<file path="src/rtl/kamikaze_regfile_np.sv">
// Integer register file for the kamikaze core with x0 hardwired to zero and a clear sequencer.
// Optional same-cycle write-to-read bypass when KAMIKAZE_REGFILE_BYPASS_EN is defined.
module kamikaze_regfile_np #(
    parameter int unsigned XLEN  = 32,
    parameter int unsigned NREGS = 32,
    parameter int unsigned NREAD = 2,
    localparam int unsigned AW   = $clog2(NREGS)
) (
    input  logic                  clk_i,
    input  logic                  rst_ni,
    input  logic                  clr_i,
    input  logic                  we_i,
    input  logic [AW-1:0]         waddr_i,
    input  logic [XLEN-1:0]       wdata_i,
    input  logic [NREAD*AW-1:0]   raddr_i,
    output logic [NREAD*XLEN-1:0] rdata_o,
    output logic                  ready_o
);

    typedef enum logic [0:0] {StClear, StReady} state_e;

    localparam logic [AW-1:0] LastIdx  = AW'(NREGS - 1);
    localparam logic [AW-1:0] FirstIdx = AW'(1);

    state_e            state_q, state_d;
    logic [AW-1:0]     cnt_q, cnt_d;
    logic              clr_we;
    logic              wr_en;
    logic [XLEN-1:0]   mem_q [NREGS];

    always_ff @(posedge clk_i or negedge rst_ni) begin
        if (!rst_ni) begin
            state_q <= StClear;
            cnt_q   <= FirstIdx;
        end else begin
            state_q <= state_d;
            cnt_q   <= cnt_d;
        end
    end

    always_comb begin
        state_d = state_q;
        cnt_d   = cnt_q;
        clr_we  = 1'b0;
        wr_en   = 1'b0;
        unique case (state_q)
            StClear: begin
                // A restart edge only reloads the counter; no register is zeroed on it.
                if (clr_i) begin
                    cnt_d = FirstIdx;
                end else begin
                    clr_we = 1'b1;
                    if (cnt_q == LastIdx) begin
                        state_d = StReady;
                    end else begin
                        cnt_d = cnt_q + FirstIdx;
                    end
                end
            end
            StReady: begin
                if (clr_i) begin
                    state_d = StClear;
                    cnt_d   = FirstIdx;
                end else begin
                    wr_en = we_i && (waddr_i != '0);
                end
            end
            default: begin
                state_d = StClear;
                cnt_d   = FirstIdx;
            end
        endcase
    end

    // Array has no reset: contents are only meaningful once the clear has completed.
    always_ff @(posedge clk_i) begin
        if (clr_we) begin
            mem_q[cnt_q] <= '0;
        end else if (wr_en) begin
            mem_q[waddr_i] <= wdata_i;
        end
    end

    assign ready_o = (state_q == StReady);

`ifdef KAMIKAZE_REGFILE_BYPASS_EN
    logic byp_valid;
    assign byp_valid = ready_o && we_i && (waddr_i != '0);
`endif

    for (genvar p = 0; p < int'(NREAD); p++) begin : g_rd
        logic [AW-1:0]   ra;
        logic [XLEN-1:0] lane;

        assign ra = raddr_i[p*AW +: AW];

        always_comb begin
            lane = '0;
            if (ready_o && (ra != '0)) begin
`ifdef KAMIKAZE_REGFILE_BYPASS_EN
                if (byp_valid && (ra == waddr_i)) begin
                    lane = wdata_i;
                end else begin
                    lane = mem_q[ra];
                end
`else
                lane = mem_q[ra];
`endif
            end
        end

        assign rdata_o[p*XLEN +: XLEN] = lane;
    end

endmodule

</file>
<file path="config.mk">
export PLATFORM = sky130hd
export DESIGN_NAME = kamikaze_regfile_np
export DESIGN_NICKNAME = d
export VERILOG_FILES = /design/src/rtl/kamikaze_regfile_np.sv
export SDC_FILE = /design/constraint.sdc
export NUM_CORES = 1
export LEC_CHECK = 0
export BUFFER_PORTS_ARGS = -buffer_cell sky130_fd_sc_hd__buf_4
export CAP_MARGIN = 20
export CORE_MARGIN = 8
export CORE_UTILIZATION = 55
export CTS_CLUSTER_DIAMETER = 60
export CTS_CLUSTER_SIZE = 12
export DETAILED_ROUTE_END_ITERATION = 8
export GPL_TIMING_DRIVEN = 0
export PLACE_DENSITY = 0.68
export SLEW_MARGIN = 40
export SYNTH_ARGS = -nofsm -noshare
export SYNTH_HDL_FRONTEND = slang
export SYNTH_SLANG_ARGS = --single-unit
</file>
<file path="constraint.sdc">
create_clock -name clk_i -period 11.5 [get_ports clk_i]
set_input_delay 1.15 -clock clk_i [delete_from_list [all_inputs] [get_ports clk_i]]
set_output_delay 1.15 -clock clk_i [all_outputs]
set_load 0.01 [all_outputs]
</file>
==> summary.txt, run 1 <==
STA
  • Endpoints failing hold: 0
  • Worst clock skew: 0.0182 ns
  • Final setup viols: 0
  • Worst-Margin Slew: 1.02 ns
  • RSZ-0062 raised after global routing: false
  • Final setup TNS: 0 ns
  • Post-route clock period utilization: 49.2%
  • Max Clk Rate: 177 MHz
  • Tmin final: 5.66 ns
  • Max-slew headroom: 32.0%
  • Max-slew violations: 0

Yosys
  • Mean Syn Cell Area: 16.7 µm²
  • Synth cell count leaders: 1,024 x edfxtp_1, 522 x mux2i_1, 252 x mux4_2, 237 x a22oi_1, 161 x nand3_1
  • Post-synth design cell area: 48,400 µm²
  • Post-synth EDFFs: 1,024
  • Seq cells post-synth: 1,030
  • Mapped Cells: 2,900
  • Distinct cell type count after synthesis: 56
  • Synthesis Warnings: 0
  • Synth area leader: edfxtp_1
  • Sequential area share after synthesis: 63.8%
  • Post-synth net total: 2,953
  • Synth Flop Type: edfxtp_1
  • Cell with the most instances after synthesis: edfxtp_1
  • Synth async-reset ratio: 0.583%
  • Largest cells by area after synthesis: edfxtp_1 64%, mux4_2 12%, mux2i_1 11%
  • Yosys top cell area share: 63.5%

Critical path
  • Critical Path End Type: primary output
  • Family with the most delay on the worst path: buffers and inverters
  • R2R Path End: mem_q[14][6]$_DFFE_PP_
  • Critical Path Start Type: primary input
  • CP Cell Sequence: buf_2 > buf_6 > nor2b_1 > clkbuf_1 > buf_2 > a22oi_1 > a31oi_1 > nand4_1 > buf_4
  • Reg2Reg Depth: 11
  • Worst Path Arrival: 4.51 ns
  • Worst reg2reg startpoint: ready_o$_DFF_PN0_
  • Most frequent CP cell: buf_2
  • Largest stage delay, worst path: 0.70 ns
  • Critical Path RT: 10.35 ns
  • Flop2flop setup slack: 7.43 ns
  • Worst path buffer plus inverter count: 5
  • Crit-path max FO: 10
  • WS Path Type: in2out
  • Slowest CP cell: clkbuf_1

Route
  • Residual DRC count: 0
  • Vias: 32,100
  • Initial drt markers: 5,384
  • First-pass DRT Iterations: 6
  • Final WL: 168,000 µm
  • Routed vias/inst: 7.29
  • Routed wire per std cell: 38.2 µm
  • Antenna Nets Post-Route: 0

Power
  • Power per Cell Area: 138 nW/µm²
  • Pleak: 17.6 nW
  • Maximum VDD drop: 125 µV

Clock network
  • Number of post-CTS setup repair buffers: 0
  • CTS tree: yes
  • Post-CTS Resized: 0
  • Clock Path Buffers: 3
  • Root buffer cell: clkbuf_16
  • Total CTS buffers: 98
  • Worst-path clk slew: 0.06 ns
  • Htree depth: 3
  • Clock sink total: 1,030
  • Clk Latency, worst-skew pair: 0.67 ns
  • Hold_buf cts: 0

Job
  • Max_cap viols: 0

Finish
  • Filler cells: 6,267
  • Final Cell Area: 55,000 µm²
  • Layout cell share with drive strength beyond 1: 25.0%
  • Area Overhead vs Synth: 13.7%
  • # nets final: 3,260

Outcome
  • Status: finished clean

Placement
  • Port buffer count: 109
  • DPL Wire Length: 120,000 µm
  • Placed cell area: 52,300 µm²
  • GPL Wtd Cong: 0.964

GRT
  • Total grt overflow: 0
  • Vias in the first global route: 31,800
  • Global Route Usage Sum: 33.3%
  • Pin count of the biggest net entering global routing: 33
  • Antenna violations before repair: 6
  • First-pass GRT wire length: 232,000 µm

Die
  • Starting density of the core: 55.1%
  • Die area: 97,700 µm²
  • Die Span X: 313 µm
  • I/O pin total: 116
  • Rows: 109
  • Core ar.: 87,800 µm²
  • Die boundary height: 313 µm

Hold path
  • Worst hold path class: in2async
routing by layer:
layer	global-route usage [%]	part of all wire, %
met2	50.9	45
met3	11.1	14
met5	0	0.015
met1	43.8	36
met4	14.0	5.0
worst max path at each step:
stage	startpoint	endpoint	slack [ns]	cells after the start
2_1_floorplan	waddr_i[3]	mem_q[18][0]$_DFFE_PP_	6.53	5
3_3_place_gp	clr_i	mem_q[23][6]$_DFFE_PP_	3.37	7
3_5_place_dp	raddr_i[5]	rdata_o[54]	6.28	9
4_1_cts	ready_o$_DFF_PN0_	rdata_o[36]	6.19	8
5_1_grt	raddr_i[5]	rdata_o[53]	6.02	9
6_report	raddr_i[5]	rdata_o[53]	5.84	9
flip-flops by register name (all words and copies together), names as in the netlist:
signal,count
mem_q,1024
ready_o,1
cnt_q,5
cell usage in the layout (no fill, tap or decap), types with 7 or more instances in the layout:
cell,netlist,routed
edfxtp_1,1024,1024
mux2i_1,522,522
mux4_2,252,252
a22oi_1,237,237
buf_4,29,169
nand3_1,161,161
buf_2,94,109
clkbuf_16,0,101
clkbuf_1,105,98
nand2_1,66,66
a31oi_1,66,59
nand4_1,58,58
a22o_1,54,54
a21oi_1,39,39
and2_2,0,31
buf_8,0,29
nor2_4,0,24
buf_16,0,19
nor2_1,44,18
clkbuf_2,0,18
buf_6,7,12
nor2b_1,9,9
buf_1,9,8
a32o_1,8,8
a31oi_2,1,8
nor3_2,1,7
cell type report:
| cell class | instances | area, µm² | area share, % |
|---|---|---|---|
| antenna | 4 | 10.0 | 0.0182 |
| tap | 1165 | 1460 | 2.65 |
| buffer | 244 | 1220 | 2.21 |
| clock inverter | 12 | 93.8 | 0.171 |
| clock buffer | 113 | 2580 | 4.69 |
| sequential | 1030 | 30900 | 56.2 |
| inverter | 6 | 22.5 | 0.0409 |
| multi-input combinational | 1620 | 16600 | 30.2 |
| timing repair buffer | 207 | 2140 | 3.88 |
cells by family (layout without fill, tap and decap cells):
group	Yosys count	in the layout	share of synthesized area, %
compound gates	426	426	6.50
xor+xnor	3	3	0.0543
fa+ha+maj	2	2	0.0517
buf+inv	250	582	2.52
flops	1030	1030	63.8
mux	775	775	22.5
other cells	0	4	0
simple gates	414	414	4.49
where the power goes:
part | switching, W | leakage (nW) | internal [W]
sequential | 0.0000174 | 8.13 | 0.00411
combinational | 0.000324 | 8.14 | 0.000189
clock | 0.00136 | 1.31 | 0.00159
stage by stage:
stage / instances / util (%) / total power, W / hold WS, ns / worst slack (ns)
after detailed placement: 4272 / 59.5 / 0.00471 / 0.624 / 6.28
after global routing: 4397 / 62.6 / 0.00771 / 0.288 / 6.02
final: 4401 / 62.7 / 0.00759 / 0.293 / 5.84
after global placement: 4174 / 57.7 / 0.00468 / 0.611 / 3.37
after CTS: 4397 / 62.6 / 0.00756 / 0.262 / 6.19
after floorplan: 2900 / - / 0.00450 / 0.572 / 6.53
Power figures use the tool's default switching activity.
==> run 2: changes to the inputs <==
PLACE_DENSITY = 0.71   (was 0.68)
clock period = 4.8 ns   (was 11.5 ns; I/O delays follow)
==> run 2 against run 1 <==
  * The flow now finishes with violations (setup timing)
  * Total power increased by 140%
  * Die area unchanged
  * Worst hold slack got worse by 0.14 ns
  * Critical path depth decreased by 1
  * Setup slack got worse by 5.8 ns
  * Combinational power increased by 140%
==> summary.txt, run 2 (synthesis gave the netlist of run 1 again) <==
Outcome
  • Failing checks: setup timing
  • Status: finished with violations

STA
  • Final worst setup slack: -0.00379 ns
  • Final setup viols: 1
  • Tmin final: 4.80 ns
  • Final setup TNS: -0.00379 ns
  • Max-slew headroom: 36.8%
  • Worst clock skew: 0.0195 ns
  • RSZ-0062 raised after global routing: false
  • Max-slew violations: 0
  • Post-route clock period utilization: 100%
  • Max Clk Rate: 208 MHz
  • Endpoints failing hold: 0
  • Worst-Margin Slew: 0.948 ns

Finish
  • Layout cell share with drive strength beyond 1: 24.9%
  • Filler cells: 6,167
  • Number of flip-flops in the largest register: 1,024
  • Fin cells: 4,408
  • Register with the most flip-flops: mem_q
  • Most frequent cells in the layout: 1,024 x edfxtp_1, 522 x mux2i_1, 252 x mux4_2
  • Area Overhead vs Synth: 14.0%
  • Area of the multi-input gates: 16,600 µm²
  • # nets final: 3,267
  • Register Area: 30,900 µm²
  • Commonest non-fill, non-tap cell in the layout: edfxtp_1

Die
  • Core ar.: 87,800 µm²
  • Die Span X: 313 µm
  • I/O pin total: 116
  • Die area: 97,700 µm²
  • Starting density of the core: 55.1%
  • Rows: 109
  • Die boundary height: 313 µm

Critical path
  • Crit-path max FO: 10
  • Reg2Reg Depth: 11
  • Critical Path Start Type: register
  • WS Path Type: reg2out
  • Worst Path Arrival: 4.32 ns
  • Critical Path End Type: primary output
  • Critical Path RT: 4.32 ns

Clock network
  • Total CTS buffers: 97
  • Number of post-CTS setup repair buffers: 0
  • Root buffer cell: clkbuf_16
  • Clk Latency, worst-skew pair: 0.69 ns
  • Htree depth: 3
  • Worst-path clk slew: 0.06 ns
  • Clock sink total: 1,030
  • Clock Path Buffers: 3
  • CTS tree: yes

Route
  • Routed wire per std cell: 38.7 µm
  • First-pass DRT Iterations: 6
  • Initial drt markers: 5,198
  • Routed vias/inst: 7.36
  • Vias: 32,500
  • Residual DRC count: 0
  • Final WL: 170,000 µm
  • Antenna Nets Post-Route: 0

GRT
  • Antenna violations before repair: 7
  • First-pass GRT wire length: 236,000 µm
  • Vias in the first global route: 32,500
  • Total grt overflow: 0
  • Global Route Usage Sum: 33.8%
  • Pin count of the biggest net entering global routing: 33

Job
  • Max_cap viols: 0

Placement
  • Port buffer count: 109
  • Cells after DPL: 4,276
  • GPL Wtd Cong: 0.942
  • DPL Wire Length: 121,000 µm

Power
  • Maximum VDD drop: 294 µV
  • Power per Cell Area: 328 nW/µm²
  • Pleak: 17.6 nW
  • Final Power: 0.0181 W

Hold path
  • Worst hold path class: in2async
[run 2: cell types whose count changed in the layout (fill, tap and decap cells not counted), moves of 4 or more]
cell	previous run	this run
diode_2	4	8
buf_16	19	32
buf_8	29	18
buf_2	109	115
[run 2: path summary, 6_finish.rpt]
| kind | endpoint | slack [ns] | from |
|---|---|---|---|
| max | rdata_o[36] | -0.004 | ready_o$_DFF_PN0_ |
| min | cnt_q[4]$_DFFE_PN0N_ | 0.15 | rst_ni |
| max reg2reg | mem_q[23][9]$_DFFE_PP_ | 0.68 | ready_o$_DFF_PN0_ |
| min reg2reg | cnt_q[1]$_DFFE_PN0N_ | 0.64 | cnt_q[1]$_DFFE_PN0N_ |
| max in group asynchronous | cnt_q[0]$_DFFE_PN1N_ | 4.44 | rst_ni |
| min in group clk_i | ready_o$_DFF_PN0_ | 0.30 | clr_i |
[run 2: per-stage QoR]
step / util [%] / setup slack, ns / hold WS, ns / cell area, µm²
after global placement: 57.7 / -2.69 / 0.285 / 50700
after floorplan: - / 0.503 / 0.184 / 48400
final: 62.8 / -0.00379 / 0.154 / 55200
after CTS: 62.8 / 0.190 / 0.149 / 55100
after detailed placement: 59.8 / 0.781 / 0.292 / 52500
after global routing: 62.8 / 0.0734 / 0.189 / 55200
[run 2: cell type report]
| cell class | count | share of cell area, % |
|---|---|---|
| antenna | 8 | 0.0363 |
| timing repair buffer | 215 | 4.28 |
| clock buffer | 109 | 4.56 |
| buffer | 244 | 2.20 |
| sequential | 1030 | 56.0 |
| tap | 1165 | 2.64 |
| clock inverter | 11 | 0.190 |
| multi-input combinational | 1620 | 30.1 |
| inverter | 6 | 0.0408 |
[run 2: report_power, final]
| part | switching [W] | internal, W | total, W |
|---|---|---|---|
| logic | 0.000783 | 0.000457 | 0.00124 |
| registers | 0.0000419 | 0.00985 | 0.00989 |
| clock network | 0.00328 | 0.00367 | 0.00696 |
[run 2: worst max-delay path, stage by stage, from the launching register on]
cell      delay (ns)
dfrtp_1         0.55
buf_2           0.40
buf_2           0.36
and3_1          0.28
clkbuf_1        0.53
clkbuf_1        0.71
nand3_1         0.36
nand4_1         0.28
buf_4           0.16
[run 2: per-layer routing]
metal / vias up / part of all wire, % / global-route usage, %
met1: 16600 / 36 / 43.8
li1: 12700 / - / -
met3: 549 / 13 / 10.4
met4: 2 / 5.4 / 16.1
met5: - / 0.0076 / 0
met2: 2631 / 46 / 52.4
[run 2: repair_timing]
item	in CTS	in global routing
hold buffers	1	0
endpoints found under the hold margin	6	0
resized for setup	0	0
setup endpoints to repair	0	0
